## config.mk

```make
export PLATFORM = sky130hd
export DESIGN_NAME = uart_rx_holding
export DESIGN_NICKNAME = d
export VERILOG_FILES = /design/src/rtl/uart_rx_holding.sv
export SDC_FILE = /design/constraint.sdc
export NUM_CORES = 1
export LEC_CHECK = 0
export BUFFER_PORTS_ARGS = -buffer_cell sky130_fd_sc_hd__buf_4
export CORE_ASPECT_RATIO = 1.75
export CORE_MARGIN = 8
export CORE_UTILIZATION = 49
export DETAILED_ROUTE_END_ITERATION = 10
export PLACE_DENSITY = 0.68
export REMOVE_ABC_BUFFERS = 1
export SYNTH_ARGS = -nofsm -noshare
export SYNTH_HDL_FRONTEND = slang
export SYNTH_SLANG_ARGS = --single-unit
export TNS_END_PERCENT = 10
```

## constraint.sdc

```tcl
create_clock -name clk -period 3.5 [get_ports clk]
set_input_delay 0.525 -clock clk [delete_from_list [all_inputs] [get_ports clk]]
set_output_delay 0.525 -clock clk [all_outputs]
set_load 0.02 [all_outputs]
```

## src/rtl/uart_rx_holding.sv

```systemverilog
// 8N1 UART receiver (LSB first) with a one-byte holding register and sticky error flags.
// rx_valid rises 2+H+9*CLKS_PER_BIT+1 cycles after the start edge; it holds until rx_rd_strobe, and unread bytes set overrun.
module uart_rx_holding #(
  parameter int CLKS_PER_BIT = 217
) (
  input  logic       clk,
  input  logic       reset,
  input  logic       rx_in,
  output logic [7:0] rx_data,
  output logic       rx_valid,
  input  logic       rx_rd_strobe,
  output logic       framing_err,
  output logic       overrun
);

  localparam int CW = $clog2(CLKS_PER_BIT);
  localparam logic [CW-1:0] HALF_M1 = CW'(CLKS_PER_BIT / 2 - 1);
  localparam logic [CW-1:0] FULL_M1 = CW'(CLKS_PER_BIT - 1);
  localparam logic [CW-1:0] CNT_ONE = CW'(1);

  localparam logic [1:0] ST_IDLE  = 2'd0;
  localparam logic [1:0] ST_START = 2'd1;
  localparam logic [1:0] ST_DATA  = 2'd2;
  localparam logic [1:0] ST_STOP  = 2'd3;

  logic          sync1_q, sync1_d;
  logic          sync2_q, sync2_d;
  logic [1:0]    state_q, state_d;
  logic [CW-1:0] cnt_q, cnt_d;
  logic [2:0]    bit_q, bit_d;
  logic [7:0]    shift_q, shift_d;
  logic          armed_q, armed_d;
  logic [7:0]    rx_data_q, rx_data_d;
  logic          rx_valid_q, rx_valid_d;
  logic          framing_err_q, framing_err_d;
  logic          overrun_q, overrun_d;

  logic rx_s;
  logic complete;
  logic frame_bad;

  assign rx_s = sync2_q;

  // Frame FSM: every sample point is measured from the first low cycle seen in IDLE.
  always_comb begin
    sync1_d   = rx_in;
    sync2_d   = sync1_q;
    state_d   = state_q;
    cnt_d     = cnt_q;
    bit_d     = bit_q;
    shift_d   = shift_q;
    armed_d   = armed_q;
    complete  = 1'b0;
    frame_bad = 1'b0;

    case (state_q)
      ST_IDLE: begin
        if (rx_s) begin
          armed_d = 1'b1;
        end else if (armed_q) begin
          state_d = ST_START;
          cnt_d   = '0;
        end
      end
      ST_START: begin
        if (cnt_q == HALF_M1) begin
          cnt_d = '0;
          if (rx_s) begin
            state_d = ST_IDLE;
          end else begin
            state_d = ST_DATA;
            bit_d   = 3'd0;
          end
        end else begin
          cnt_d = cnt_q + CNT_ONE;
        end
      end
      ST_DATA: begin
        if (cnt_q == FULL_M1) begin
          cnt_d   = '0;
          shift_d = {rx_s, shift_q[7:1]};
          if (bit_q == 3'd7) begin
            state_d = ST_STOP;
          end else begin
            bit_d = bit_q + 3'd1;
          end
        end else begin
          cnt_d = cnt_q + CNT_ONE;
        end
      end
      ST_STOP: begin
        if (cnt_q == FULL_M1) begin
          cnt_d   = '0;
          state_d = ST_IDLE;
          if (rx_s) begin
            complete = 1'b1;
          end else begin
            // Disarm so a held-low (break) line cannot start a phantom frame.
            frame_bad = 1'b1;
            armed_d   = 1'b0;
          end
        end else begin
          cnt_d = cnt_q + CNT_ONE;
        end
      end
      default: begin
        state_d = ST_IDLE;
        cnt_d   = '0;
      end
    endcase
  end

  // Holding register: a same-cycle strobe frees the slot for the incoming byte.
  always_comb begin
    rx_data_d     = rx_data_q;
    rx_valid_d    = rx_valid_q;
    framing_err_d = framing_err_q;
    overrun_d     = overrun_q;

    if (rx_rd_strobe) begin
      framing_err_d = 1'b0;
      overrun_d     = 1'b0;
      if (!complete) begin
        rx_valid_d = 1'b0;
      end
    end

    if (complete) begin
      if (!rx_valid_q || rx_rd_strobe) begin
        rx_data_d  = shift_q;
        rx_valid_d = 1'b1;
      end else begin
        overrun_d = 1'b1;
      end
    end

    if (frame_bad) begin
      framing_err_d = 1'b1;
    end
  end

  always_ff @(posedge clk) begin
    if (reset) begin
      sync1_q       <= 1'b1;
      sync2_q       <= 1'b1;
      state_q       <= ST_IDLE;
      cnt_q         <= '0;
      bit_q         <= 3'd0;
      shift_q       <= 8'h00;
      armed_q       <= 1'b0;
      rx_data_q     <= 8'h00;
      rx_valid_q    <= 1'b0;
      framing_err_q <= 1'b0;
      overrun_q     <= 1'b0;
    end else begin
      sync1_q       <= sync1_d;
      sync2_q       <= sync2_d;
      state_q       <= state_d;
      cnt_q         <= cnt_d;
      bit_q         <= bit_d;
      shift_q       <= shift_d;
      armed_q       <= armed_d;
      rx_data_q     <= rx_data_d;
      rx_valid_q    <= rx_valid_d;
      framing_err_q <= framing_err_d;
      overrun_q     <= overrun_d;
    end
  end

  assign rx_data     = rx_data_q;
  assign rx_valid    = rx_valid_q;
  assign framing_err = framing_err_q;
  assign overrun     = overrun_q;

endmodule

```

==> out/results.ini <==
[status]
outcome = finished, final reports clean

[routing]
vias = 1258
drtIter0Drc = 28
ant_nets = 0
drt_wl_total_um = 3242
drt-pass1-iter-count = 4
via_per_inst = 5.470
avgRoutedWirePerCell_um = 14.10
drc = 0

[floorplanning]
die_h_um = 91.07
design.core.area_um2 = 3108
fp.dieArea_um2 = 5363
start_util_pct = 50.76
ioPinCount = 15
placementRows = 27
die_w_um = 58.90

[placed_design]
hpwl_um = 2397
gp_congestion = 0.8467
placed_cell_area_um2 = 1714
io_buffers = 14

[synthesis]
synth.top_cell.area_share_pct = 44.41
yosys-top-cells-area = dfxtp_1 44%, mux2i_1 10%, nor2_1 5.2%
synth_area_um2 = 1578
synth-seq-area-share_pct = 44.41
syn-instance-count = 171
synth_cell_type_count = 39
synth_top_cell_by_area = dfxtp_1
syn_avg_cell_area_um2 = 9.227
synth_seq_cells = 35
yosysWarnings = 0

[sta]
relSlewSlack_pct = 44.27
hold_viol = 0
finalCritPeriodShare_pct = 59.76
rsz0062_at_grt = false
max_freq_mhz = 478.1
fin_skew_ns = 0.001882
tns_ns = 0
slew_violations = 0
worst_pin_slew_ns = 0.8309
fin_crit_ns = 2.091
setup_viol = 0

[clocking]
clk_latency_ns = 0.28
cts_sinks = 35
cts_setup_buffers = 0
clockRootBuffer = clkbuf_8
cts_repair_resize_count = 0
cts.clk_slew.worst_paths_ns = 0.07
hold_buffers = 0
htreeDepth = 2
cts_buffers = 5
tritoncts = built
clk_path_buf_depth = 2

[layout]
drive_gt1_share_pct = 18.72
layout_commonest_cell = dfxtp_1
fin_nets = 194
final_cell_area_um2 = 1799
final_cell_mix = 35 x dfxtp_1, 22 x nor2_1, 16 x mux2i_1, 15 x buf_4, 13 x a21oi_1
synthToLayoutAreaGrowth_pct = 14.04
fill_cells = 290
diodes = 0

[critical_path]
path_cells = ha_1 -> nor3b_1 -> a211oi_1 -> buf_4 -> o21ai_0 -> a21oi_1
r2r_setup_slack_ns = 1.41
cp_num_buf_inv = 1
critPathMaxStageDelay_ns = 0.73
crit_required_ns = 3.71
critical_path_class = reg2reg
crit_path_end_kind = flop
crit_fanout = 8
crit_arrival_ns = 2.30
cp-start-kind = flop
crit_slowest_cell = a211oi_1
path_delay_family = compound AO/OA/AOI/OAI gates

[job]
cap_viol_max_count = 0

[global_routing]
grt_max_degree = 36
grt_overflow = 0
grt_pass1_wl_um = 5761
antenna_found_initial = 0
grt_pass1_vias = 1317
track_usage_pct = 13.29

[pwr]
p_int_mw = 0.5491
combPwrFrac_pct = 3.6
power-per-cell-area_nw_per_um2 = 395.4
clockPowerShare_pct = 39.4
ir_drop_mv = 0.2807
p_sw_share_pct = 22.81
p_sw_mw = 0.1622
p_total_mw = 0.7114
p_leak_nw = 0.6475
seqPwrFrac_pct = 57.0

[worst_hold_path]
min_path_type = reg2reg

==> state kept, by name (all words and copies together), names as in the netlist, named ones only <==
signal and cells:
cnt_q 8, rx_data 8, shift_q 8, bit_q 3, armed_q 1, framing_err 1, overrun 1, rx_s 1
rx_valid 1, state_q 1, sync1_q 1
==> per-stage QoR <==
stage	worst slack [ns]	cells	hold slack [ns]	utilization [%]
6_report	1.409	230	0.4174	57.89
5_1_grt	1.163	230	0.4111	57.89
4_1_cts	1.412	230	0.4142	57.89
3_5_place_dp	1.429	222	0.4015	55.15
3_3_place_gp	1.522	222	0.3965	55.15
2_1_floorplan	1.606	164	0.3895	-
==> cells by family after synthesis <==
kind of cell / after synthesis / share of synthesized area [%]
compound gates: 38 / 15.31
fa+ha+maj: 4 / 3.172
buf+inv: 13 / 3.330
flops: 35 / 44.41
mux: 16 / 10.15
simple gates: 65 / 23.63
==> power groups by stage <==
stage / sequential (mW) / combinational (mW) / clock, mW
floorplan: 0.414 / 0.0122 / 0
finish: 0.406 / 0.0254 / 0.280
global placement: 0.414 / 0.0244 / 0
detailed placement: 0.415 / 0.0254 / 0
global route: 0.406 / 0.0282 / 0.309
CTS: 0.405 / 0.0255 / 0.289
==> cell type report <==
| cell class | instances | area, um^2 | area share [%] |
|---|---|---|---|
| multi-input cells | 123 | 824.5 | 45.83 |
| clock buffers | 6 | 72.57 | 4.033 |
| repair buffers | 15 | 112.6 | 6.259 |
| clock inverters | 2 | 12.51 | 0.6954 |
| well taps | 43 | 53.80 | 2.990 |
| inverters | 6 | 22.52 | 1.252 |
| flip-flops and latches | 35 | 700.7 | 38.94 |
==> synth_stat cells <==
cell	instances
nor3_1	6
and4b_2	1
a211oi_1	2
or2_2	4
o21a_1	3
nand2b_1	1
a21oi_1	13
o21ba_2	1
nor3_2	1
inv_1	6
a21boi_1	1
nor2b_1	3
o41ai_1	1
mux2i_1	16
nor3b_1	1
nand2_1	11
dfxtp_1	35
nand4b_4	1
or3b_2	1
nand3b_4	1
o31a_1	1
nor4_1	1
o31a_2	1
o22ai_1	6
nand3_1	4
o32a_1	1
nor4_4	1
nor2_1	22
clkbuf_1	4
nand4_1	2
o41a_1	1
or3_1	1
or4_1	1
o21ai_0	7
and2_2	1
and2_1	1
buf_2	2
clkbuf_2	1
ha_1	4
==> worst paths after layout <==
path	startpoint	end	cells past startpoint
max reg2reg	cnt_q[0]$_SDFFE_PP0P_	bit_q[2]$_SDFFE_PP0P_	6
min	sync1_q$_SDFF_PP1_	rx_s$_SDFF_PP1_	1
min reg2reg	sync1_q$_SDFF_PP1_	rx_s$_SDFF_PP1_	1
max	cnt_q[0]$_SDFFE_PP0P_	bit_q[2]$_SDFFE_PP0P_	6
==> metal layers <==
metal  routed length [um]  track usage (%)  vias to the layer above  part of all wire, %
met3                   83            3.249                       11                  2.6
li1                     -                -                      633                    -
met1                 1327            13.66                      592                   41
met2                 1746            22.89                       22                   54
met5                    0                0                        -                    0
met4                   84            8.233                        0                  2.6
Power figures use the tool's default switching activity.
